$ cat config.mk
export PLATFORM = sky130hd
export DESIGN_NAME = song_reader
export DESIGN_NICKNAME = d
export VERILOG_FILES = /design/src/rtl/song_reader.sv
export SDC_FILE = /design/constraint.sdc
export NUM_CORES = 1
export LEC_CHECK = 0
export BUFFER_PORTS_ARGS = -buffer_cell sky130_fd_sc_hd__buf_2
export CORE_UTILIZATION = 50
export DETAILED_ROUTE_END_ITERATION = 8
export PLACE_DENSITY = 0.79
export SYNTH_ARGS = -nofsm -noshare
export SYNTH_HDL_FRONTEND = slang
export SYNTH_SLANG_ARGS = --single-unit
$ cat constraint.sdc
create_clock -name clk -period 2.6 [get_ports clk]
set_input_delay 0 -clock clk [delete_from_list [all_inputs] [get_ports clk]]
set_output_delay 0 -clock clk [all_outputs]
set_load 0.02 [all_outputs]
$ cat src/rtl/song_reader.sv
// Song ROM sequencer: walks note slots of the selected song and hands notes to the player.
// Optional SONG_REPEAT_EN: restart the song from slot 0 at its end instead of waiting for play=0.
module song_reader #(
    parameter int IDX_W  = 5,
    parameter int SONG_W = 2
) (
    input  logic                    clk,
    input  logic                    reset,
    input  logic                    play,
    input  logic [SONG_W-1:0]       song,
    input  logic                    note_done,
    output logic [SONG_W+IDX_W-1:0] rom_addr,
    input  logic [11:0]             rom_data,
    output logic [5:0]              note_to_load,
    output logic [5:0]              duration_to_load,
    output logic                    load_new_note,
    output logic                    song_done
);

    typedef enum logic [2:0] {
        IDLE,
        FETCH,
        WAIT_ROM,
        LOAD,
        WAIT_DONE,
        END
    } state_t;

    state_t             state_q, state_d;
    logic [IDX_W-1:0]   idx_q, idx_d;
    logic [SONG_W-1:0]  song_q, song_d;
    logic [5:0]         note_q, note_d;
    logic [5:0]         dur_q, dur_d;
    logic               done_q, done_d;

    always_comb begin
        state_d = state_q;
        idx_d   = idx_q;
        song_d  = song_q;
        note_d  = note_q;
        dur_d   = dur_q;
        unique case (state_q)
            IDLE: begin
                if (play) begin
                    song_d  = song;
                    idx_d   = '0;
                    state_d = FETCH;
                end
            end
            FETCH: state_d = WAIT_ROM;
            WAIT_ROM: begin
                note_d  = rom_data[11:6];
                dur_d   = rom_data[5:0];
                // A zero duration marks the end of the song
                state_d = (rom_data[5:0] != '0) ? LOAD : END;
            end
            LOAD: state_d = WAIT_DONE;
            WAIT_DONE: begin
                if (note_done) begin
                    if (idx_q == {IDX_W{1'b1}}) begin
                        state_d = END;
                    end else begin
                        idx_d   = idx_q + IDX_W'(1);
                        state_d = FETCH;
                    end
                end
            end
            END: begin
`ifdef SONG_REPEAT_EN
                if (play) begin
                    idx_d   = '0;
                    state_d = FETCH;
                end else begin
                    state_d = IDLE;
                end
`else
                if (!play) state_d = IDLE;
`endif
            end
            default: state_d = IDLE;
        endcase
        done_d = (state_d == END) && (state_q != END);
    end

    always_ff @(posedge clk) begin
        if (reset) begin
            state_q <= IDLE;
            idx_q   <= '0;
            song_q  <= '0;
            note_q  <= '0;
            dur_q   <= '0;
            done_q  <= 1'b0;
        end else begin
            state_q <= state_d;
            idx_q   <= idx_d;
            song_q  <= song_d;
            note_q  <= note_d;
            dur_q   <= dur_d;
            done_q  <= done_d;
        end
    end

    // Strobes are masked while reset is held so none leak out mid-note
    assign rom_addr         = {song_q, idx_q};
    assign note_to_load     = note_q;
    assign duration_to_load = dur_q;
    assign load_new_note    = (state_q == LOAD) && !reset;
    assign song_done        = done_q && !reset;

endmodule

# Word-level counts from Yosys, hierarchy flattened
# Index checks and enable logic that the tools add are counted.
[word_totals]
out_inout_bits = 21
reg_bits = 23
[classes]
mux = 10
n_reduce_logical = 9
add_sub_neg = 1
eq_ne = 11
[op_table]
columns = ["operator", "count"]
rows = [
  ["case mux 3 bit (6 select lines)", 1],
  ["2-to-1 mux 3 bit", 5],
  ["2-to-1 mux 5 bit", 3],
  ["case mux 5 bit (2 select lines)", 1],
  ["equality test 3 bit (second input constant)", 3],
  ["equality test 3 x 2 -> 1 bit (second input constant)", 2],
  ["!= test 2 bit (second input constant)", 3],
  ["nonzero test 6 bit", 1],
  ["adder 5 x 1 -> 5 bit (second input constant)", 1],
  ["equality test 5 bit (second input constant)", 1],
  ["AND reduction 4 bit", 1],
  ["equality test 3 x 1 -> 1 bit (second input constant)", 1],
  ["logical AND 1 bit", 3],
  ["logical NOT 3 bit", 1],
  ["!= test 3 bit (second input constant)", 1],
  ["AND reduction 2 bit", 1],
  ["nonzero test 2 bit", 1],
  ["logical NOT 1 bit", 1],
]

# Longest topological paths before layout
# Gate-level depths: netlist of the first run.
[logic_depth]
ltp_word = 6
depth_mapped = 6
ltp_nobuf = 6

# Worst setup path after synthesis of the first run
# OpenSTA, ideal clock, no wires.
[synth_path]
kind = "flip-flop to flip-flop"
startpoint = "register idx_q[0]"
endpoint = "register idx_q[2]"
arrival_ps = 1716
stages_incl_launch_ff = 7
slack_ps = 812
synth_period_minus_slack_ps = 1788
setup_time_ps = 72
t_required_ps = 2528
path_cell_list = "dfxtp_1 ha_1 and3_1 ha_1 nand3b_4 a2111oi_4 mux2i_1"
[synth_via]
elab_chain_cells = 4
elab_cells_between_ends = 7
[synth_lines]
columns = ["item", "line", "source"]
rows = [
  ["from (decl)", "30", "logic [IDX_W-1:0] idx_q, idx_d;"],
  ["from (signal assigned)", "95", "idx_q <= idx_d;"],
  ["adder 5 x 1 -> 5 bit", "63", "idx_d = idx_q + IDX_W'(1);"],
  ["2-to-1 mux 5 bit", "60", "if (idx_q == {IDX_W{1'b1}}) begin"],
  ["2-to-1 mux 5 bit", "59", "if (note_done) begin"],
  ["case mux 5 bit (2 select lines)", "42", "unique case (state_q)"],
]
# Parallel ways exist; a longest one is shown, timed or not. The select of a mux whose other input is x is not followed.
# A chain may end at the register's enable or synchronous reset.

# Final worst setup path of the first run
[layout_path]
startpoint = "register state_q[1]"
endpoint = "register dur_q[1], in the netlist duration_to_load[1]"
[layout_via]
elab_chain_cells = 1
[layout_lines]
columns = ["item", "line", "source"]
rows = [
  ["from (decl)", "29", "state_t state_q, state_d;"],
  ["from (signal assigned)", "94", "state_q <= state_d;"],
  ["equality test 3 x 2 -> 1 bit", "42", ""],
  ["to (signal assigned)", "98", "dur_q <= dur_d;"],
  ["to (decl)", "33", "logic [5:0] dur_q, dur_d;"],
]
# No other way between the ends.

==> results.json, run 1 <==
{
  "crit_family": "flip-flops",
  "grt_pass1_vias": 923,
  "antenna_found_initial": 0,
  "drc": 0,
  "ys_warn_count": 0,
  "fp.dieH_um": 50.0,
  "clock_path_buffers": 2,
  "postRouteAntennaNets": 0,
  "grt_start_max_net_pins": 29,
  "drt_iter0_markers": 15,
  "switchingPower_uw": 202,
  "grt_use_total_pct": 20.6,
  "fillers": 170,
  "cts_resized": 0,
  "path_buf_inv": 1,
  "h-tree-depth": 1,
  "slew_headroom_pct": 53.5,
  "setup_slack_ns": 0.653,
  "drv_cap": 0,
  "rr_startpoint": "state_q[1]",
  "io_buffers": 38,
  "wl_um": 2470,
  "num_antenna_cells": 0,
  "nets": 182,
  "swShare_pct": 28.9,
  "cts_buffers": 3,
  "clk_latency_ns": 0.31,
  "core-area_mm2": 0.00219,
  "critPathSlowestCell": "dfxtp_1",
  "r2r_cells": 4,
  "cts_tree": "built",
  "leakagePower_uw": 0.000669,
  "fp.dieW_um": 50.0,
  "skew_ns": 0.0122,
  "path_cells": "nor3b_2, buf_4, mux2i_1, nor2_1",
  "syn_nets": 132,
  "crit_path_start_kind": "register",
  "pre_cts_ws_ns": 0.708,
  "r2r-end": "duration_to_load[1]",
  "grt_pass1_wl_um": 3940,
  "detail_route.wl_per_cell_um": 13.1,
  "setup_viol": 0,
  "clock.fmax_mhz": 514,
  "yosysSeqAreaShare_pct": 40.0,
  "r2r_setup_slack_ns": 0.65,
  "period_needed_ns": 1.95,
  "critPathKind": "register to register",
  "combPwrFrac_pct": 20.4,
  "cts.clk_slew.worst_paths_ns": 0.13,
  "hold_path_class": "input pin to register",
  "fp-row-count": 17,
  "intPower_uw": 499,
  "synth_cell_types": 32,
  "powerDensity_mw_per_mm2": 465,
  "clock-root-buffer": "clkbuf_4",
  "ios": 39,
  "placed_area_mm2": 0.00134,
  "hold_violations": 0,
  "endpoint": "duration_to_load[1]",
  "initial_core_util_pct": 52.6,
  "drive_above_1_share_pct": 30.4,
  "startpoint": "state_q[1]",
  "cts_sinks": 23,
  "final_area_mm2": 0.00151,
  "viasPerCell": 5.26,
  "pwr-share-seq_pct": 56.0,
  "worstMarginPinSlew_ns": 0.697,
  "gp_congestion": 0.767,
  "syn2layout_area_growth_pct": 30.9,
  "worstPathMaxFanout": 14,
  "cpPeakStageDelay_ns": 0.73,
  "critical_path_cell_count": 4,
  "syn-cell-area_mm2": 0.00115,
  "arrival_ns": 2.14,
  "avgSynthCellArea_um2": 10.3,
  "ir_drop_v": 0.000444,
  "num_vias": 994,
  "rsz0062_at_grt": "no",
  "power_frac_clock_pct": 23.6,
  "final.setup.tns_ns": 0,
  "final-max-slew-violation-count": 0,
  "dp_hpwl_um": 1590,
  "end_kind": "register",
  "ys_ff_latch": 23,
  "first_pass_iters": 6,
  "die_area_mm2": 0.00250,
  "fin_crit_sh_pct": 74.9,
  "grt.overflow.total": 0,
  "status": "finished, final reports clean",
  "worst_ep_required_time_ns": 2.79,
  "synthCells": 112
}
[power groups by stage]
stage / logic [µW] / clock network, µW / registers [µW]
2_1_floorplan: 87.1 / 0 / 402
3_3_place_gp: 122 / 0 / 399
3_5_place_dp: 126 / 0 / 399
4_1_cts: 142 / 174 / 392
5_1_grt: 154 / 186 / 395
6_report: 143 / 166 / 392
[worst register-to-register path: cells and delay by family, from the launching register on]
kind                   cells  cell delay, ns
multiplexers               1            0.21
flip-flops                 1            0.73
AND/OR/NAND/NOR            2            0.60
buffers and inverters      1            0.29
[cells in the final DEF, fill, tap and decap left out, types with 2 or more instances in the layout]
cell and n:
or3b_1 2, nand3_1 2, mux2i_1 20, dlygate4sd3_1 14, nand2b_1 6, a2111oi_4 2
clkbuf_4 3, nor2_1 17, buf_2 38, dfxtp_1 23, nand3b_1 2, nor4b_1 2
inv_1 3, a31oi_1 2, ha_1 2, a211o_1 2, nand2_1 3, nor2b_1 2
[metrics by stage]
step | hold WS [ns] | util [%] | total power, µW | instances
2_1_floorplan | 0.144 | - | 489 | 112
3_3_place_gp | 0.234 | 61.2 | 521 | 171
3_5_place_dp | 0.243 | 61.2 | 525 | 171
4_1_cts | 0.0625 | 68.9 | 708 | 189
5_1_grt | 0.0640 | 68.9 | 735 | 189
6_report | 0.0643 | 68.9 | 701 | 189
[kinds of logic (layout without fill, tap and decap cells)]
logic type	Yosys count	count (layout)	synth area share [%]
buffers and inverters	11	60	4.78
AND/OR/NAND/NOR	44	44	22.9
AO/OA/AOI/OAI	12	12	12.8
adder cells (fa/ha/maj)	2	2	2.17
multiplexers	20	20	17.4
flip-flops	23	23	40.0
[flip-flops by register name, indices dropped and copies added, names as in the netlist]
signal            cells
duration_to_load      6
note_to_load          6
idx_q                 5
state_q               3
song_q                2
done_q                1
[area by class of cell]
| class | instances | area, µm² | area share (%) |
|---|---|---|---|
| Clock inverter | 1 | 5.00 | 0.332 |
| Clock buffer | 3 | 22.5 | 1.49 |
| Tap cell | 28 | 35.0 | 2.32 |
| Multi-Input combinational cell | 78 | 637 | 42.2 |
| Sequential cell | 23 | 460 | 30.5 |
| Inverter | 3 | 11.3 | 0.746 |
| Timing Repair Buffer | 53 | 338 | 22.4 |
[cell usage after synthesis]
| cell | instances | area (µm²) |
|---|---|---|
| a311oi_1 | 1 | 8.76 |
| nor4_1 | 1 | 6.26 |
| or4b_1 | 1 | 10.0 |
| nor2b_1 | 2 | 12.5 |
| a211oi_1 | 1 | 7.51 |
| o32a_1 | 1 | 10.0 |
| nand3_1 | 2 | 10.0 |
| or3b_1 | 2 | 17.5 |
| nand4b_1 | 1 | 8.76 |
| buf_2 | 2 | 10.0 |
| a211oi_4 | 1 | 20.0 |
| a21o_1 | 1 | 7.51 |
| a31oi_1 | 2 | 12.5 |
| nor3b_2 | 1 | 12.5 |
| clkbuf_1 | 3 | 11.3 |
| mux2i_1 | 20 | 200 |
| a211o_1 | 2 | 17.5 |
| and3_1 | 1 | 6.26 |
| nand2_1 | 3 | 11.3 |
| dfxtp_1 | 23 | 460 |
| nor2_1 | 17 | 63.8 |
| or2_2 | 1 | 6.26 |
| nor4b_1 | 2 | 17.5 |
| ha_1 | 2 | 25.0 |
| a2bb2oi_1 | 1 | 8.76 |
| and3b_1 | 1 | 8.76 |
| buf_4 | 3 | 22.5 |
| nand3b_4 | 1 | 20.0 |
| a2111oi_4 | 2 | 55.1 |
| nand3b_1 | 2 | 15.0 |
| inv_1 | 3 | 11.3 |
| nand2b_1 | 6 | 37.5 |
[routing by layer]
| metal | up-vias | routed length (µm) | track usage [%] |
|---|---|---|---|
| met1 | 469 | 1080 | 24.9 |
| met2 | 27 | 1290 | 36.4 |
| met5 | - | 0 | 0 |
| met3 | 4 | 78 | 2.78 |
| li1 | 494 | - | - |
| met4 | 0 | 18 | 7.14 |
[worst min-delay path by stage]
| stage | from | to | slack (ns) | depth (start not counted) |
|---|---|---|---|---|
| final | note_done | done_q | 0.06 | 3 |
| after global routing | note_done | done_q | 0.06 | 3 |
| after CTS | note_done | done_q | 0.06 | 3 |
| after detailed placement | song[1] | song_q[1] | 0.24 | 3 |
| after global placement | song[0] | song_q[0] | 0.23 | 3 |
| after floorplan | song[0] | song_q[0] | 0.14 | 2 |
[repair_timing]
action,CTS,global route
endpoints found under the hold margin,14,0
hold buffers,14,0
setup buffers,0,0
Power figures use the tool's default switching activity.
==> run 2, diff against run 1 <==
--- a/config.mk
+++ b/config.mk
@@ -6,9 +6,9 @@
 export NUM_CORES = 1
 export LEC_CHECK = 0
 export BUFFER_PORTS_ARGS = -buffer_cell sky130_fd_sc_hd__buf_2
-export CORE_UTILIZATION = 50
+export CORE_UTILIZATION = 49
 export DETAILED_ROUTE_END_ITERATION = 8
-export PLACE_DENSITY = 0.79
+export PLACE_DENSITY = 0.78
 export SYNTH_ARGS = -nofsm -noshare
 export SYNTH_HDL_FRONTEND = slang
 export SYNTH_SLANG_ARGS = --single-unit
==> constraint.sdc (replaced) <==
create_clock -name clk -period 1.9 [get_ports clk]
set_input_delay 0 -clock clk [delete_from_list [all_inputs] [get_ports clk]]
set_output_delay 0 -clock clk [all_outputs]
set_load 0.02 [all_outputs]
==> results.json, run 2 (synthesized netlist as in run 1, its figures left out) <==
{
  "drive_above_1_share_pct": 32.7,
  "drv_cap": 0,
  "hold_violations": 0,
  "clock_path_buffers": 2,
  "fp.dieW_um": 50.5,
  "grt_pass1_wl_um": 3910,
  "wl_um": 2330,
  "grt_use_total_pct": 20.1,
  "grt_start_max_net_pins": 29,
  "dp_hpwl_um": 1580,
  "ios": 39,
  "clk_latency_ns": 0.31,
  "swShare_pct": 28.2,
  "rsz0062_at_grt": "no",
  "viasPerCell": 5.20,
  "hp-start": "note_done",
  "r2r_cells": 6,
  "status": "finished, final reports clean",
  "switchingPower_uw": 272,
  "critPathKind": "register to register",
  "syn2layout_area_growth_pct": 33.7,
  "fin_crit_sh_pct": 93.6,
  "h-tree-depth": 1,
  "cts_tree": "built",
  "first_pass_iters": 4,
  "detail_route.wl_per_cell_um": 12.1,
  "initial_core_util_pct": 52.1,
  "num_antenna_cells": 0,
  "clock.fmax_mhz": 562,
  "intPower_uw": 692,
  "num_vias": 1003,
  "antenna_found_initial": 0,
  "leakagePower_uw": 0.000691,
  "final_common_cell": "buf_2",
  "slew_headroom_pct": 67.1,
  "ir_drop_v": 0.000459,
  "skew_ns": 0.00511,
  "arrival_ns": 2.02,
  "combPwrFrac_pct": 23.1,
  "power_frac_clock_pct": 23.2,
  "drc": 0,
  "fillers": 191,
  "final.setup.tns_ns": 0,
  "die_area_mm2": 0.00255,
  "postRouteAntennaNets": 0,
  "gp_congestion": 0.827,
  "setup_viol": 0,
  "drt_iter0_markers": 18,
  "clock-root-buffer": "clkbuf_4",
  "cts_buffers": 3,
  "post_cts_buffers": 0,
  "fp.dieH_um": 50.5,
  "grt_pass1_vias": 952,
  "holdPathEnd": "done_q",
  "powerDensity_mw_per_mm2": 626,
  "core-area_mm2": 0.00221,
  "fp-row-count": 17,
  "rr_startpoint": "idx_q[0]",
  "whs_path_depth": 3,
  "worstMarginPinSlew_ns": 0.487,
  "cts_sinks": 23,
  "end_kind": "register",
  "r2r_setup_slack_ns": 0.12,
  "hold_path_class": "input pin to register",
  "power_uw": 964,
  "crit_path_start_kind": "register",
  "io_buffers": 38,
  "worst_ep_required_time_ns": 2.15,
  "layout_common_cells": "buf_2 (38), dfxtp_1 (22), mux2i_1 (20), nor2_1 (17), dlygate4sd3_1 (14)",
  "nets": 186,
  "r2r-end": "idx_q[0]",
  "period_needed_ns": 1.78,
  "pwr-share-seq_pct": 53.7,
  "final-max-slew-violation-count": 0,
  "grt.overflow.total": 0,
  "worstPathMaxFanout": 5,
  "cts.clk_slew.worst_paths_ns": 0.13
}
-- run 2: changes by cell type in the layout (fill, tap and decap cells not counted), sizes merged --
cell	change
buf	+4
-- run 2: repair_timing --
action | 4_1_cts | 5_1_grt
gates resized for setup | 0 | 1
hold buffers | 14 | 0
endpoints found under the setup margin | 0 | 3
hold endpoints to repair | 14 | 0
-- run 2: layout make-up --
| type | count | area (µm²) | area share [%] |
|---|---|---|---|
| clock buffers | 3 | 22.5 | 1.46 |
| inverters | 3 | 11.3 | 0.731 |
| multi-input cells | 78 | 637 | 41.3 |
| well taps | 28 | 35.0 | 2.27 |
| repair buffers | 57 | 368 | 23.9 |
| flip-flops and latches | 23 | 462 | 30.0 |
| clock inverters | 1 | 5.00 | 0.325 |
-- run 2: metal layers --
| layer | GRT usage (%) | up-vias | share of wire (%) |
|---|---|---|---|
| met4 | 6.94 | 0 | 1.1 |
| met2 | 36.4 | 30 | 50 |
| li1 | - | 500 | - |
| met1 | 23.9 | 469 | 45 |
| met3 | 2.73 | 4 | 3.9 |
| met5 | 0 | - | 0 |
-- run 2: worst max-delay path by stage --
stage	startpoint	end	slack (ns)	cells past startpoint
2_1_floorplan	idx_q[0]	idx_q[2]	0.11	6
3_3_place_gp	idx_q[0]	idx_q[2]	0.16	6
3_5_place_dp	idx_q[0]	idx_q[3]	0.1	6
4_1_cts	idx_q[0]	idx_q[3]	0.07	6
5_1_grt	idx_q[0]	idx_q[3]	0.02	6
6_report	idx_q[0]	idx_q[0]	0.12	6
-- run 2: power by group through the flow --
stage          sequential, µW  combinational (µW)  clock, µW
2_1_floorplan             551                 119          0
3_3_place_gp              527                 197          0
3_5_place_dp              528                 201          0
4_1_cts                   518                 223        230
5_1_grt                   521                 243        250
6_report                  518                 223        223
-- run 2: per-stage QoR --
stage / instances / hold slack [ns] / area [µm²] / setup WS [ns] / util [%]
6_report: 193 / 0.0660 / 1540 / 0.122 / 69.6
5_1_grt: 193 / 0.0797 / 1540 / 0.0198 / 69.6
4_1_cts: 193 / 0.0536 / 1540 / 0.0677 / 69.6
2_1_floorplan: 112 / 0.144 / 1150 / 0.112 / -
3_3_place_gp: 175 / 0.230 / 1370 / 0.162 / 62.0
3_5_place_dp: 175 / 0.237 / 1370 / 0.0989 / 62.0
-- run 2: critical path, stage by stage, from the launching register on --
cell and delay [ns]:
dfxtp_2 0.36, ha_1 0.20, and3_1 0.18, ha_1 0.19, nand3b_4 0.21, a211oi_4 0.36, mux2i_1 0.22
==> run 3, diff against run 2 <==
--- a/config.mk
+++ b/config.mk
@@ -6,9 +6,11 @@
 export NUM_CORES = 1
 export LEC_CHECK = 0
 export BUFFER_PORTS_ARGS = -buffer_cell sky130_fd_sc_hd__buf_2
+export CORE_ASPECT_RATIO = 1.75
 export CORE_UTILIZATION = 49
 export DETAILED_ROUTE_END_ITERATION = 8
 export PLACE_DENSITY = 0.78
+export SETUP_SLACK_MARGIN = 0.4
 export SYNTH_ARGS = -nofsm -noshare
 export SYNTH_HDL_FRONTEND = slang
 export SYNTH_SLANG_ARGS = --single-unit
==> results.json, run 3 (synthesized netlist as in run 1, its figures left out) <==
{
  "detail_route.wl_per_cell_um": 15.0,
  "drive_above_1_share_pct": 37.6,
  "worst_ep_required_time_ns": 2.14,
  "cts_sinks": 23,
  "whs_path_depth": 3,
  "hold_path_class": "input pin to register",
  "grt_pass1_wl_um": 4640,
  "leakagePower_uw": 0.000687,
  "final_common_cell": "buf_2",
  "power_uw": 977,
  "syn2layout_area_growth_pct": 37.6,
  "grt.overflow.total": 0,
  "io_buffers": 38,
  "layout_common_cells": "buf_2 (38), mux2i_1 (19), dfxtp_1 (19), nor2_1 (17), dlygate4sd3_1 (14)",
  "skew_ns": 0.0101,
  "wl_met1_um": 1060,
  "fillers": 147,
  "ir_drop_v": 0.000484,
  "path_cells": "ha_4, and3_4, ha_4, nand3b_4, a211oi_4, mux2i_1",
  "cts_buffers": 3,
  "wl_um": 2830,
  "die_area_mm2": 0.00256,
  "fin_crit_sh_pct": 87.8,
  "antenna_found_initial": 0,
  "drv_cap": 0,
  "worstPathMaxFanout": 3,
  "clock-root-buffer": "clkbuf_4",
  "drt_iter0_markers": 22,
  "drc": 0,
  "num_antenna_cells": 0,
  "end_kind": "register",
  "fp.dieH_um": 66.2,
  "top_layer": "met4",
  "critPathKind": "register to register",
  "slew_headroom_pct": 55.9,
  "wl_met3_um": 107,
  "worstMarginPinSlew_ns": 0.652,
  "viasPerCell": 5.41,
  "route.met2.wl_um": 1630,
  "fp.dieW_um": 38.7,
  "powerDensity_mw_per_mm2": 616,
  "period_needed_ns": 1.67,
  "critPathSlowestCell": "dfxtp_4",
  "core-area_mm2": 0.00215,
  "cpPeakStageDelay_ns": 0.37,
  "clk_latency_ns": 0.32,
  "gp_congestion": 0.711,
  "postRouteAntennaNets": 0,
  "fp-row-count": 22,
  "ios": 39,
  "num_vias": 1023,
  "clock.fmax_mhz": 599,
  "crit_path_start_kind": "register",
  "hold_violations": 0,
  "grt_use_total_pct": 25.6,
  "final.setup.tns_ns": 0,
  "post-route-util_pct": 73.8,
  "initial_core_util_pct": 53.7,
  "cts.clk_slew.worst_paths_ns": 0.13,
  "arrival_ns": 1.91,
  "grt_pass1_vias": 1050,
  "final-max-slew-violation-count": 0,
  "clock_path_buffers": 2,
  "rsz0062_at_grt": "yes",
  "dp_hpwl_um": 1710,
  "setup_viol": 0,
  "seq_area_um2": 470,
  "cts_tree": "built",
  "cpMostUsedCell": "ha_4",
  "grt_start_max_net_pins": 29,
  "first_pass_iters": 4,
  "nets": 186,
  "status": "finished, final reports clean",
  "r2r_cells": 6,
  "multi_input_area_um2": 674,
  "h-tree-depth": 1
}
## run 3: path summary, 6_finish.rpt
path              slack, ns                start             endpoint
setup / recovery       0.23             idx_q[1]             idx_q[1]
hold / removal         0.04            note_done               done_q
setup reg to reg       0.23             idx_q[1]             idx_q[1]
hold reg to reg        0.51  duration_to_load[4]  duration_to_load[4]
## run 3: critical path: cells and delay by family (launching register included)
kind                     cells  cell delay [ns]
AO/OA/AOI/OAI                1             0.33
adder cells (fa/ha/maj)      2             0.30
flip-flops                   1             0.37
multiplexers                 1             0.23
AND/OR/NAND/NOR              2             0.37
## run 3: repair_timing
| item | in CTS | in global routing |
|---|---|---|
| gates cloned | 0 | 0 |
| resized for setup | 1 | 4 |
| setup endpoints to repair | 8 | 10 |
| hold buffers | 14 | 0 |
| setup buffers | 2 | 0 |
| hold endpoints to repair | 14 | 0 |
## run 3: layer usage
layer,GRT usage [%],vias to the layer above
met4,7.76,0
met2,47.1,29
met1,27.3,484
li1,-,506
met5,0,-
met3,5.05,4
## run 3: report_power, final
| part | switching [µW] | total, µW | internal [µW] | leakage [µW] |
|---|---|---|---|---|
| sequential | 19.0 | 522 | 503 | 0.000189 |
| clock | 150 | 229 | 78.8 | 0.0000177 |
| combinational | 117 | 226 | 109 | 0.000480 |
## run 3: layout make-up
class	instances	area share [%]
multi-input cells	78	42.5
repair buffers	57	23.4
well taps	24	1.89
clock buffers	3	1.42
flip-flops and latches	23	29.7
inverters	3	0.710
clock inverters	1	0.316
## run 3: stage by stage
| stage | cell area (µm²) | hold slack [ns] | setup slack, ns | std cells |
|---|---|---|---|---|
| floorplan | 1190 | 0.144 | 0.303 | 112 |
| global placement | 1390 | 0.233 | 0.289 | 169 |
| detailed placement | 1390 | 0.250 | 0.221 | 169 |
| CTS | 1570 | 0.0340 | 0.204 | 189 |
| global route | 1590 | 0.0136 | 0.137 | 189 |
| finish | 1590 | 0.0386 | 0.231 | 189 |
